**src/rtl/me_pe_driver.sv**
```systemverilog
// Sequencer for one PE chain of the integer motion-estimation array: loads the
// current-block slots, then walks a snake-order search window slot by slot.
module me_pe_driver #(
    parameter int PIXEL     = 8,
    parameter int CHAIN_LEN = 8,
    parameter int COLS      = 8,
    parameter int ROWS      = 8
) (
    input  logic                    clk,
    input  logic                    rst_n,
    input  logic                    start,
    input  logic [2:0]              num_cb_m1,
    input  logic                    cur_valid,
    input  logic [PIXEL-1:0]        cur_data,
    output logic                    cur_ready,
    input  logic                    ref_valid,
    input  logic [PIXEL-1:0]        ref_data,
    output logic                    ref_ready,
    output logic [PIXEL-1:0]        in_curr,
    output logic                    in_curr_enable,
    output logic [2:0]              CB_select,
    output logic                    change_ref,
    output logic [1:0]              ref_input_Control,
    output logic [PIXEL-1:0]        ref_edge,
    output logic [2:0]              abs_Control,
    output logic                    abs_valid,
    output logic [$clog2(COLS)-1:0] pos_x,
    output logic [$clog2(ROWS)-1:0] pos_y,
    output logic                    busy,
    output logic                    done
);

    localparam int PW = $clog2(CHAIN_LEN);
    localparam int XW = $clog2(COLS);
    localparam int YW = $clog2(ROWS);
    localparam logic [PW-1:0] PIX_MAX = PW'(CHAIN_LEN - 1);
    localparam logic [XW-1:0] X_MAX   = XW'(COLS - 1);
    localparam logic [YW-1:0] Y_MAX   = YW'(ROWS - 1);

    typedef enum logic [2:0] {
        IDLE  = 3'd0,
        LOAD  = 3'd1,
        SHIFT = 3'd2,
        CMP   = 3'd3,
        DONE  = 3'd4
    } state_t;

    state_t            state_q, state_d;
    logic [2:0]        ncb_q, ncb_d;
    logic [2:0]        cb_q, cb_d;
    logic [PW-1:0]     pix_q, pix_d;
    logic [XW-1:0]     col_q, col_d;
    logic [YW-1:0]     row_q, row_d;
    logic [2:0]        slot_q, slot_d;

    logic [PIXEL-1:0]  in_curr_q, in_curr_d;
    logic              en_q, en_d;
    logic [2:0]        cb_sel_q, cb_sel_d;
    logic              change_ref_q, change_ref_d;
    logic [1:0]        ref_ctrl_q, ref_ctrl_d;
    logic [PIXEL-1:0]  ref_edge_q, ref_edge_d;
    logic [2:0]        abs_ctrl_q, abs_ctrl_d;
    logic              abs_valid_q, abs_valid_d;
    logic [XW-1:0]     pos_x_q, pos_x_d;
    logic [YW-1:0]     pos_y_q, pos_y_d;
    logic              busy_q, busy_d;
    logic              done_q, done_d;

    always_comb begin
        state_d      = state_q;
        ncb_d        = ncb_q;
        cb_d         = cb_q;
        pix_d        = pix_q;
        col_d        = col_q;
        row_d        = row_q;
        slot_d       = slot_q;
        in_curr_d    = in_curr_q;
        en_d         = 1'b0;
        cb_sel_d     = cb_sel_q;
        change_ref_d = 1'b0;
        ref_ctrl_d   = ref_ctrl_q;
        ref_edge_d   = ref_edge_q;
        abs_ctrl_d   = abs_ctrl_q;
        abs_valid_d  = 1'b0;
        pos_x_d      = pos_x_q;
        pos_y_d      = pos_y_q;

        case (state_q)
            IDLE: begin
                if (start) begin
                    ncb_d   = num_cb_m1;
                    cb_d    = '0;
                    pix_d   = '0;
                    col_d   = '0;
                    row_d   = '0;
                    slot_d  = '0;
                    state_d = LOAD;
                end
            end
            LOAD: begin
                if (cur_valid) begin
                    in_curr_d = cur_data;
                    en_d      = 1'b1;
                    cb_sel_d  = cb_q;
                    if (pix_q == PIX_MAX) begin
                        pix_d = '0;
                        if (cb_q == ncb_q) begin
                            state_d = SHIFT;
                        end else begin
                            cb_d = cb_q + 3'd1;
                        end
                    end else begin
                        pix_d = pix_q + PW'(1);
                    end
                end
            end
            SHIFT: begin
                if (ref_valid) begin
                    change_ref_d = 1'b1;
                    ref_edge_d   = ref_data;
                    // First column steps down a row; odd rows walk right-to-left.
                    if (col_q == '0) begin
                        ref_ctrl_d = 2'b01;
                    end else if (row_q[0]) begin
                        ref_ctrl_d = 2'b10;
                    end else begin
                        ref_ctrl_d = 2'b00;
                    end
                    slot_d  = '0;
                    state_d = CMP;
                end
            end
            CMP: begin
                abs_ctrl_d  = slot_q;
                abs_valid_d = 1'b1;
                pos_x_d     = row_q[0] ? (X_MAX - col_q) : col_q;
                pos_y_d     = row_q;
                if (slot_q == ncb_q) begin
                    slot_d  = '0;
                    state_d = SHIFT;
                    if (col_q == X_MAX) begin
                        col_d = '0;
                        if (row_q == Y_MAX) begin
                            state_d = DONE;
                        end else begin
                            row_d = row_q + YW'(1);
                        end
                    end else begin
                        col_d = col_q + XW'(1);
                    end
                end else begin
                    slot_d = slot_q + 3'd1;
                end
            end
            DONE: begin
                state_d = IDLE;
            end
            default: begin
                state_d = IDLE;
            end
        endcase

        busy_d = (state_d != IDLE);
        done_d = (state_q == DONE);
    end

    always_ff @(posedge clk or negedge rst_n) begin
        if (!rst_n) begin
            state_q      <= IDLE;
            ncb_q        <= '0;
            cb_q         <= '0;
            pix_q        <= '0;
            col_q        <= '0;
            row_q        <= '0;
            slot_q       <= '0;
            in_curr_q    <= '0;
            en_q         <= 1'b0;
            cb_sel_q     <= '0;
            change_ref_q <= 1'b0;
            ref_ctrl_q   <= '0;
            ref_edge_q   <= '0;
            abs_ctrl_q   <= '0;
            abs_valid_q  <= 1'b0;
            pos_x_q      <= '0;
            pos_y_q      <= '0;
            busy_q       <= 1'b0;
            done_q       <= 1'b0;
        end else begin
            state_q      <= state_d;
            ncb_q        <= ncb_d;
            cb_q         <= cb_d;
            pix_q        <= pix_d;
            col_q        <= col_d;
            row_q        <= row_d;
            slot_q       <= slot_d;
            in_curr_q    <= in_curr_d;
            en_q         <= en_d;
            cb_sel_q     <= cb_sel_d;
            change_ref_q <= change_ref_d;
            ref_ctrl_q   <= ref_ctrl_d;
            ref_edge_q   <= ref_edge_d;
            abs_ctrl_q   <= abs_ctrl_d;
            abs_valid_q  <= abs_valid_d;
            pos_x_q      <= pos_x_d;
            pos_y_q      <= pos_y_d;
            busy_q       <= busy_d;
            done_q       <= done_d;
        end
    end

    assign cur_ready         = (state_q == LOAD);
    assign ref_ready         = (state_q == SHIFT);
    assign in_curr           = in_curr_q;
    assign in_curr_enable    = en_q;
    assign CB_select         = cb_sel_q;
    assign change_ref        = change_ref_q;
    assign ref_input_Control = ref_ctrl_q;
    assign ref_edge          = ref_edge_q;
    assign abs_Control       = abs_ctrl_q;
    assign abs_valid         = abs_valid_q;
    assign pos_x             = pos_x_q;
    assign pos_y             = pos_y_q;
    assign busy              = busy_q;
    assign done              = done_q;

endmodule
```
**config.mk**
```make
export PLATFORM = sky130hd
export DESIGN_NAME = me_pe_driver
export DESIGN_NICKNAME = d
export VERILOG_FILES = /design/src/rtl/me_pe_driver.sv
export SDC_FILE = /design/constraint.sdc
export NUM_CORES = 1
export LEC_CHECK = 0
export ABC_CLOCK_PERIOD_IN_PS = 2300
export CAP_MARGIN = 20
export CORE_MARGIN = 8
export CORE_UTILIZATION = 49
export DETAILED_ROUTE_END_ITERATION = 6
export GPL_TIMING_DRIVEN = 0
export PLACE_DENSITY = 0.8
export SYNTH_ARGS = -nofsm -noshare
export SYNTH_HDL_FRONTEND = slang
export SYNTH_SLANG_ARGS = --single-unit
```
**constraint.sdc**
```tcl
create_clock -name clk -period 2.3 [get_ports clk]
set_clock_uncertainty 0.2 [all_clocks]
set_input_delay 0.46 -clock clk [delete_from_list [all_inputs] [get_ports clk]]
set_output_delay 0.46 -clock clk [all_outputs]
set_load 0.02 [all_outputs]
```
==> impl_metrics.csv, run 1 <==
group,metric,value,unit
status,outcome,"finished with violations",
status,failed_checks,"hold timing",
global_routing,grt_pass1_wl,8776,µm
layout,nFillCells,400,
logic_synthesis,seq_area_frac_synth,0.5539,
global_routing,track_usage,0.1429,
cts,cts_made_buffers,5,
drt,antenna_left,0,
cts,clock-root-buffer,"clkbuf_8",
timing,slew_violations,0,
cts,cts_buffer_depth,2,
global_routing,first_global_vias,1895,
layout,regArea,0.001401,mm²
run,maxCapViolCount,0,
cts,clock_sinks,56,
logic_synthesis,synth_area,0.002530,mm²
cts,clkLatencyLatePin,0.31,ns
setup_path,critPathSlowestCell,"dfrtp_1",
drt,drc,0,
setup_path,startpoint_type,"flip-flop",
setup_path,cp.arrival,1.56,ns
timing,period_share,0.9656,
drt,vias,1863,
power_and_ir_drop,irDropWorstVdd,0.0005335,V
floorplan,start_util,0.5017,
floorplan,rows,26,
layout,multi_input_comb_area,0.001056,mm²
logic_synthesis,yosysWarningCount,0,
floorplan,die_x,87.86,µm
floorplan,dieArea,0.007719,mm²
setup_path,crit_type,"reg2out",
logic_synthesis,syn_inst,228,
timing,period_needed,2.221,ns
logic_synthesis,synth_xor_area_frac,0.03116,
logic_synthesis,synth-edff-count,0,
logic_synthesis,synth-compound-area-share,0.06330,
setup_path,path_cells,"buf_6, nor3b_1, dlygate4sd2_1",
cts,clk_pin_slew,0.09,ns
drt,first_iter_violations,113,
logic_synthesis,synthFlopType,"dfrtp_1",
logic_synthesis,async_flop_share,1.000,
layout,drive_gt1_frac,0.1178,
logic_synthesis,yosysUniqueCellTypes,43,
placement,place_area,0.003233,mm²
setup_path,path_delay_family,"buffers and inverters",
logic_synthesis,synth_top_family_by_area,"simple AND/OR/NAND/NOR gates",
power_and_ir_drop,p_per_area,1187,mW/mm²
floorplan,coreArea,0.005042,mm²
layout,final_cell_area,0.003323,mm²
global_routing,grt-ovfl-total,0,
placement,numPortBuffers,60,
placement,dpl.hpwl,4021,µm
timing,hold_slack,-0.01504,ns
layout,fin_util,0.6591,
placement,place_congestion,0.7789,
logic_synthesis,avgSynthCellArea,11.10,µm²
global_routing,grt_max_degree,32,
timing,max_freq,0.4503,GHz
cts,cts_setup_buffers,0,
floorplan,fp.dieH,87.86,µm
drt,drt-total-wl,5261,µm
power_and_ir_drop,p_leak,1.566,nW
timing,setup_violations,0,
drt,dr.pass1.iters,4,
floorplan,ios,61,
logic_synthesis,syn_nets,261,
global_routing,antenna_found_initial,0,
cts,cts-htree-levels,2,
logic_synthesis,synth_seq_cells,56,
setup_path,critPathCaptureType,"output port",
setup_path,crit_path_max_incr_delay,0.44,ns
logic_synthesis,synth-simple-area-share,0.1855,
layout,n_antenna_cell,0,
timing,max_slew_margin,0.5403,
timing,worst_pin_slew,0.6896,ns
layout,final_nets,329,
layout,area_growth,31.36,%
setup_path,path_buf_inv,2,
setup_path,cp_data_required_time,1.64,ns
hold_path,hp-class,"in2async",
drt,wire_per_inst,14.34,µm
timing,hold_viol,30,
logic_synthesis,synth_mux_area_frac,0.09199,
cts,tritoncts,"done",
setup_path,path_max_fanout,10,
drt,via_per_inst,5.076,
timing,rsz0062_at_grt,"no",
logic_synthesis,synthAdderAreaFrac,0.04451,
==> synth_stat cells, types with 2 or more instances <==
| cell | number | share of area |
|---|---|---|
| mux2i_1 | 3 | 0.012 |
| xnor2_1 | 3 | 0.010 |
| and2_1 | 3 | 0.0074 |
| and3_1 | 3 | 0.0074 |
| nand2_1 | 57 | 0.085 |
| o21ai_0 | 9 | 0.018 |
| or2_1 | 2 | 0.0049 |
| nor2_1 | 5 | 0.0074 |
| nor3b_1 | 2 | 0.0059 |
| mux2_2 | 9 | 0.040 |
| ha_1 | 9 | 0.045 |
| o2bb2ai_1 | 2 | 0.0069 |
| xor2_1 | 6 | 0.021 |
| nor3_1 | 6 | 0.012 |
| nor4b_1 | 2 | 0.0069 |
| nor2_2 | 2 | 0.0049 |
| a22o_1 | 2 | 0.0069 |
| o31ai_1 | 2 | 0.0059 |
| clkbuf_1 | 5 | 0.0074 |
| buf_2 | 3 | 0.0059 |
| dfrtp_1 | 56 | 0.55 |
| a31oi_1 | 2 | 0.0049 |
| mux2_1 | 9 | 0.040 |
| nand2b_1 | 3 | 0.0074 |
| inv_1 | 5 | 0.0074 |
==> path summary, 6_finish.rpt <==
kind                                 startpoint                   end  slack, ns  depth (start not counted)
hold / removal                            rst_n            in_curr[5]      -0.02                          1
min in group clk           ref_input_Control[1]  ref_input_Control[1]       0.27                          2
max in group asynchronous                 rst_n              pos_x[0]       1.34                          2
setup reg to reg                     state_q[2]            in_curr[6]       0.33                          6
setup / recovery                     state_q[0]             ref_ready       0.08                          3
hold reg to reg            ref_input_Control[1]  ref_input_Control[1]       0.27                          2
==> power by group <==
group | internal, mW | switching, mW | leakage (nW)
clock | 0.241 | 0.307 | 0.0510
sequential | 1.33 | 0.249 | 0.728
combinational | 0.863 | 0.957 | 0.787
total | 2.43 | 1.51 | 1.57
==> placed cells by master, fill, tap and decap left out, types with 3 or more instances in the layout <==
| master | n |
|---|---|
| clkbuf_1 | 4 |
| mux2_2 | 9 |
| xnor2_1 | 3 |
| o21ai_0 | 9 |
| and3_1 | 3 |
| clkdlybuf4s50_1 | 57 |
| xor2_1 | 6 |
| and2_1 | 3 |
| mux2i_1 | 3 |
| nor2_2 | 3 |
| nor2_1 | 4 |
| clkbuf_8 | 6 |
| nor3_1 | 6 |
| mux2_1 | 9 |
| inv_1 | 5 |
| dfrtp_1 | 56 |
| nand2b_1 | 3 |
| buf_2 | 5 |
| nand2_1 | 57 |
| ha_1 | 9 |
==> state kept, by name (all words and copies together) (netlist names), 2 cells and up <==
| signal | cells |
|---|---|
| pos_x | 3 |
| col_q | 3 |
| ref_edge | 8 |
| pos_y | 3 |
| pix_q | 3 |
| state_q | 3 |
| slot_q | 3 |
| ref_input_Control | 2 |
| CB_select | 3 |
| cb_q | 3 |
| row_q | 3 |
| ncb_q | 3 |
| in_curr | 8 |
| abs_Control | 3 |
==> routing by layer <==
layer  part of all wire  GRT usage  up-vias  wire length [µm]
met1               0.42     0.1692      895              2234
met5                  0          0        -                 0
li1                   -          -      908                 -
met2               0.47     0.2421       54              2488
met4             0.0086    0.03750        0                45
met3              0.094    0.04690        6               492
==> logic make-up after synthesis <==
kind of cell,after synthesis
fa+ha+maj,9
mux,21
simple gates,93
flops,56
buf+inv,16
compound gates,24
xor+xnor,9
==> worst reg2reg max path: stages (launching register included) <==
cell and delay (ns):
dfrtp_1 0.36, buf_2 0.17, nor2_2 0.15, and3_1 0.16, clkbuf_1 0.22, buf_4 0.24
mux2_1 0.34
==> per-stage QoR <==
step / power (mW) / hold slack, ns / setup TNS [ns] / std cells / setup WS (ns)
2_1_floorplan: 2.699 / -0.03559 / 0 / 228 / 0.2813
3_3_place_gp: 3.382 / 0.2501 / -64.53 / 358 / -1.153
3_5_place_dp: 3.454 / 0.2548 / -0.09467 / 359 / -0.06574
4_1_cts: 4.004 / 0.01131 / 0 / 367 / 0.02548
5_1_grt: 4.224 / 0.03511 / 0 / 367 / 0.03258
6_report: 3.945 / -0.01504 / 0 / 367 / 0.07910
==> layout make-up <==
class	count	area share
flip-flops and latches	56	0.4217
multi-input cells	156	0.3178
repair buffers	61	0.1834
well taps	70	0.02636
clock buffers	6	0.02485
plain buffers	10	0.01619
inverters	6	0.006777
clock inverters	2	0.003012
==> timing repair <==
| item | CTS | global route |
|---|---|---|
| gates resized for setup | 5 | 2 |
| pin swaps | 0 | 0 |
| hold endpoints to repair | 0 | 0 |
| hold buffers | 0 | 0 |
| endpoints found under the setup margin | 2 | 1 |
No activity file was read; power rests on OpenSTA's default activity.
==> run 2, diff against run 1 <==
==> config.mk (replaced) <==
export PLATFORM = sky130hd
export DESIGN_NAME = me_pe_driver
export DESIGN_NICKNAME = d
export VERILOG_FILES = /design/src/rtl/me_pe_driver.sv
export SDC_FILE = /design/constraint.sdc
export NUM_CORES = 1
export LEC_CHECK = 0
export ABC_CLOCK_PERIOD_IN_PS = 2120
export CAP_MARGIN = 20
export CORE_MARGIN = 8
export CORE_UTILIZATION = 50
export CTS_CLUSTER_SIZE = 20
export DETAILED_ROUTE_END_ITERATION = 6
export DONT_BUFFER_PORTS = 1
export GPL_TIMING_DRIVEN = 0
export PLACE_DENSITY = 0.66
export SYNTH_ARGS = -nofsm -noshare
export SYNTH_HDL_FRONTEND = slang
export SYNTH_SLANG_ARGS = --single-unit
==> constraint.sdc (replaced) <==
create_clock -name clk -period 2.12 [get_ports clk]
set_clock_uncertainty 0.2 [all_clocks]
set_input_delay 0.424 -clock clk [delete_from_list [all_inputs] [get_ports clk]]
set_output_delay 0.424 -clock clk [all_outputs]
set_load 0.02 [all_outputs]
==> impl_metrics.csv, run 2 (synthesis gave the netlist of run 1 again) <==
group,metric,value,unit
timing,rsz0062_at_grt,"no",
layout,area_growth,9.001,%
drt,via_per_inst,5.332,
setup_path,rrSetupSlack,0.13,ns
setup_path,reg2reg_from,"state_q[0]",
floorplan,die_x,87.13,µm
timing,max_slew_margin,0.6193,
floorplan,ios,61,
placement,place_congestion,0.8486,
power_and_ir_drop,p_leak,1.344,nW
hold_path,hp-class,"in2reg",
power_and_ir_drop,power.total,3.804,mW
cts,clk_pin_slew,0.09,ns
setup_path,worst-path-stages,4,
floorplan,coreArea,0.005010,mm²
layout,layout_commonest_cell,"nand2_1",
drt,drc,0,
floorplan,rows,26,
cts,cts_buffer_depth,2,
status,outcome,"completed",
layout,nFillCells,474,
setup_path,critPathCaptureType,"output port",
timing,worst_pin_slew,0.5667,ns
drt,antenna_left,0,
timing,slew_violations,0,
hold_path,worstHoldStart,"num_cb_m1[0]",
setup_path,ff2ff_path_depth,5,
global_routing,grt-ovfl-total,0,
power_and_ir_drop,irDropWorstVdd,0.0006130,V
drt,first_iter_violations,40,
setup_path,r2r-end,"col_q[0]",
setup_path,crit_type,"reg2out",
setup_path,crit_path_max_incr_delay,0.37,ns
cts,clock_sinks,56,
global_routing,grt_pass1_wl,7962,µm
placement,numPortBuffers,0,
drt,drt-total-wl,4776,µm
layout,final_nets,270,
layout,layout_common_cells,"nand2_1 (57), dfrtp_1 (56)",
setup_path,path_buf_inv,2,
layout,drive_gt1_frac,0.1350,
setup_path,path_cells,"buf_2, nor2_1, and2_1, buf_2",
timing,hold_viol,0,
setup_path,startpoint_type,"flip-flop",
cts,cts_setup_buffers,0,
timing,period_needed,2.010,ns
drt,dr.pass1.iters,4,
floorplan,start_util,0.5050,
global_routing,first_global_vias,1655,
global_routing,track_usage,0.1354,
setup_path,critPathSlowestCell,"dfrtp_1",
run,maxCapViolCount,0,
timing,setup_violations,0,
setup_path,crit_top_cell,"buf_2",
timing,max_freq,0.4974,GHz
setup_path,path_delay_family,"buffers and inverters",
timing,setup-tns-final,0,ns
drt,wire_per_inst,15.56,µm
cts,clkLatencyLatePin,0.31,ns
power_and_ir_drop,p_per_area,1380,mW/mm²
layout,n_antenna_cell,0,
hold_path,hold_path_end,"ncb_q[0]",
cts,cts-htree-levels,2,
setup_path,cp.arrival,1.39,ns
cts,clock-root-buffer,"clkbuf_8",
layout,regArea,0.001401,mm²
layout,fin_util,0.5505,
setup_path,cp_data_required_time,1.50,ns
global_routing,grt_max_degree,57,
hold_path,hold_path_depth,2,
floorplan,fp.dieH,87.13,µm
setup_path,path_max_fanout,10,
floorplan,dieArea,0.007592,mm²
cts,tritoncts,"done",
layout,multi_input_comb_area,0.001059,mm²
cts,cts_made_buffers,5,
timing,period_share,0.9483,
global_routing,antenna_found_initial,0,
placement,dpl.hpwl,3465,µm
drt,vias,1637,
run 2: cell types whose count changed in the layout (fill, tap and decap cells not counted), sizes merged:
| cell | delta |
|---|---|
| dlygate4sd2 | -1 |
| dlygate4sd3 | +1 |
| clkinv | -2 |
| clkdlybuf4s50 | -57 |
| buf | -1 |
run 2: layout make-up:
type / instances / area share
Timing Repair Buffer: 2 / 0.01361
Tap cell: 70 / 0.03176
Inverter: 6 / 0.008167
Buffer: 10 / 0.01951
Multi-Input combinational cell: 156 / 0.3838
Clock buffer: 7 / 0.03494
Sequential cell: 56 / 0.5082
run 2: where the power goes:
| group | total (mW) | internal, mW | switching, mW |
|---|---|---|---|
| Sequential | 2.04 | 1.44 | 0.602 |
| Combinational | 1.15 | 0.515 | 0.639 |
| Clock | 0.606 | 0.291 | 0.315 |
run 2: routing by layer:
metal  wire length (µm)  track usage  vias up
met1               2108       0.1645      793
met2               2144       0.2110       51
met5                  0            0        -
met4                 74      0.05625        0
li1                   -            -      784
met3                448      0.05000        9
run 2: worst max path at each step:
stage	from	endpoint
floorplan	state_q[0]	ref_input_Control[0]
global placement	state_q[0]	ref_input_Control[0]
detailed placement	state_q[0]	ref_input_Control[0]
CTS	state_q[2]	cur_ready
global route	state_q[2]	cur_ready
finish	state_q[2]	cur_ready
run 2: metrics by stage:
stage / hold slack, ns / cell area (µm²) / setup slack, ns / std cells
6_report: 0.01948 / 2758 / 0.1097 / 307
4_1_cts: 0.01246 / 2758 / 0.08784 / 307
2_1_floorplan: -0.07159 / 2530 / 0.1013 / 228
3_3_place_gp: -0.06984 / 2618 / -0.1472 / 298
3_5_place_dp: -0.06969 / 2618 / -0.1657 / 298
5_1_grt: 0.003339 / 2758 / 0.008463 / 307
run 2: worst register-to-register path, stage by stage, from the launching register on:
cell,delay (ns)
dfrtp_1,0.44
buf_6,0.16
or3b_4,0.41
nor2_2,0.33
nor2_2,0.10
a22o_1,0.25
run 2: timing repair:
item,CTS,global route
gates cloned,0,0
hold endpoints to repair,56,0
setup endpoints to repair,12,1
gates resized for setup,2,1
hold buffers,2,0
==> RTL edit: new RTL, settings of run 2 <==
Reset style: synchronous (`rst_n`), changed in one clocked block.
--- a/src/rtl/me_pe_driver.sv
+++ b/src/rtl/me_pe_driver.sv
@@ -165,5 +165,5 @@
     end
 
-    always_ff @(posedge clk or negedge rst_n) begin
+    always_ff @(posedge clk) begin
         if (!rst_n) begin
             state_q      <= IDLE;
Behaviour: differs if rst_n is asserted again (counterexample within 4 cycles, from zero or initial values and one cycle with rst_n low); with rst_n held inactive, the same outputs for 10 cycles.
==> RTL edit against run 2 <==
  * Area after synthesis fell by 4.7%
  * Routed wire length grew 13%
  * Highest routed layer unchanged
  * Fmax up 2.0%
  * Worst setup slack gained 0.040 ns
  * Cell area down 5.7%
  * First-iteration DRC count is 60% higher
  * Synthesized cell count grew 23%
  * Global-route usage is 1.6 points higher
  * Register-to-register slack better by 0.02 ns
  * Final cell count rose by 12%
  * Worst hold slack better by 0.016 ns
  * Sequential cell count unchanged
Power is not compared: it rests on default switching activity, and its combinational part moved more than twofold at a synthesized area within 25%.
==> RTL edit: results (changes against run 2) <==
grtUsageTotal_pct: 15.1  # +1.6 points
cp_max_fo: 4  # -6
leakage_uw: 0.000956
cp.arrival_ns: 2.02  # +0.63 ns
synth_compound_area_share_pct: 13.8  # +7.5 points
port_buffers: 0  # unchanged
n_antenna_cell: 0  # unchanged
fin_nets: 323  # +20%
ys.flop_type: "dfxtp_1"
post-dp-hpwl_um: 4010  # +16%
cts_htree_levels: 2  # unchanged
synth.top_cells.by_area: "dfxtp_1, nand2_1, a21oi_1"
drt_first_pass_iters: 4  # unchanged
worst-r2r-cell-count: 6  # +1
antenna_found_initial: 0  # unchanged
status: "complete, no violations"
placed_area_um2: 2480  # -5.3%
slew_headroom_pct: 62.7  # +0.78 points
hold_depth: 2  # unchanged
ys_seq_area_share_pct: 46.5  # -8.9 points
multi_input_area_um2: 1210  # +15%
path_clk_slew_ns: 0.10
drt_first_iter_violations: 64  # +60%
synth_cell_types: 43  # unchanged
async_flop_share_pct: 0  # -100 points
gp_congestion: 0.848  # about the same
grt_pass1_wl_um: 8840  # +11%
hp-class: "primary input to register"
clock_latency_ns: 0.31  # about the same
synthAdderAreaFrac_pct: 4.67  # +0.22 points
synthesis.nets: 314  # +20%
muxShareOfSynthArea_pct: 3.74  # -5.5 points
ir_drop_mv: 0.331
drive_gt1_share_pct: 9.28  # -4.2 points
cts_root_buf: "clkbuf_8"
grt_pass1_vias: 1804  # +9.0%
drt_wl_total_um: 5390  # +13%
cts-buffers-inserted: 5  # unchanged
vias: 1879  # +15%
yosys_warnings: 0  # unchanged
yosys.area_share.xor_xnor_pct: 3.27  # +0.15 points
fillers: 452  # -4.6%
clock_path_buffers: 2  # unchanged
synth_top_cells_by_count: "nand2_1, dfxtp_1, a21oi_1, nor2_1"
grt_max_degree: 19  # -67%
-- RTL edit: changes by cell type in the layout (fill, tap and decap cells not counted), moves of 5 or more --
cell,change
dfrtp_1,-56
dfxtp_1,+56
a21oi_1,+35
nor2_1,+10
mux2_1,-9
mux2_2,-9
nand2_1,+9
mux2i_1,+6
nand3_1,+5
o21ai_0,-5
-- RTL edit: cell type report --
class | count | share of cell area [%]
multi-input cells | 203 | 46.7
flip-flops and latches | 56 | 43.1
plain buffers | 17 | 2.89
clock buffers | 5 | 2.65
well taps | 54 | 2.60
clock inverters | 3 | 0.818
inverters | 5 | 0.722
repair buffers | 2 | 0.577
-- RTL edit: cell families (layout without fill, tap and decap cells) --
family / count (synthesis) / after routing
AND/OR/NAND/NOR: 119 / 119
AO/OA/AOI/OAI: 57 / 57
flip-flops: 56 / 56
buffers and inverters: 22 / 32
adder cells (fa/ha/maj): 9 / 9
XOR/XNOR: 9 / 9
multiplexers: 9 / 9
-- RTL edit: path summary, 6_finish.rpt --
kind	startpoint	end	slack [ns]
min	ref_data[4]	ref_edge[4]	0.04
max reg2reg	pix_q[0]	cb_q[0]	0.15
max	pix_q[0]	cb_q[0]	0.15
min reg2reg	pix_q[2]	pix_q[2]	0.26
-- RTL edit: metrics by stage --
stage	setup WS, ns	cells
2_1_floorplan	0.191	281
4_1_cts	0.129	343
3_3_place_gp	-0.146	335
6_report	0.149	345
5_1_grt	0.0211	345
3_5_place_dp	-0.156	335
-- RTL edit: worst max-delay path, stage by stage (launching register included) --
cell	delay (ns)
dfxtp_1	0.37
ha_1	0.16
ha_1	0.22
inv_1	0.06
a2111o_1	0.46
or3_1	0.32
a21oi_1	0.13
-- RTL edit: where the power goes --
part	total, µW	switching (µW)	internal [µW]
clock network	584	349	235
registers	1110	32.5	1070
logic	157	97.6	59.0
-- RTL edit: per-layer routing --
| metal | global-route usage, % | share of wire (%) | up-vias |
|---|---|---|---|
| met5 | 0 | 0 | - |
| met4 | 4.78 | 0.95 | 0 |
| met3 | 5.79 | 7.7 | 4 |
| met1 | 17.5 | 41 | 846 |
| met2 | 25.0 | 50 | 44 |
| li1 | - | - | 985 |
-- RTL edit: timing repair --
action,CTS,global route
setup endpoints to repair,12,4
setup buffers,0,2
resized for setup,1,4
pin swaps,0,1
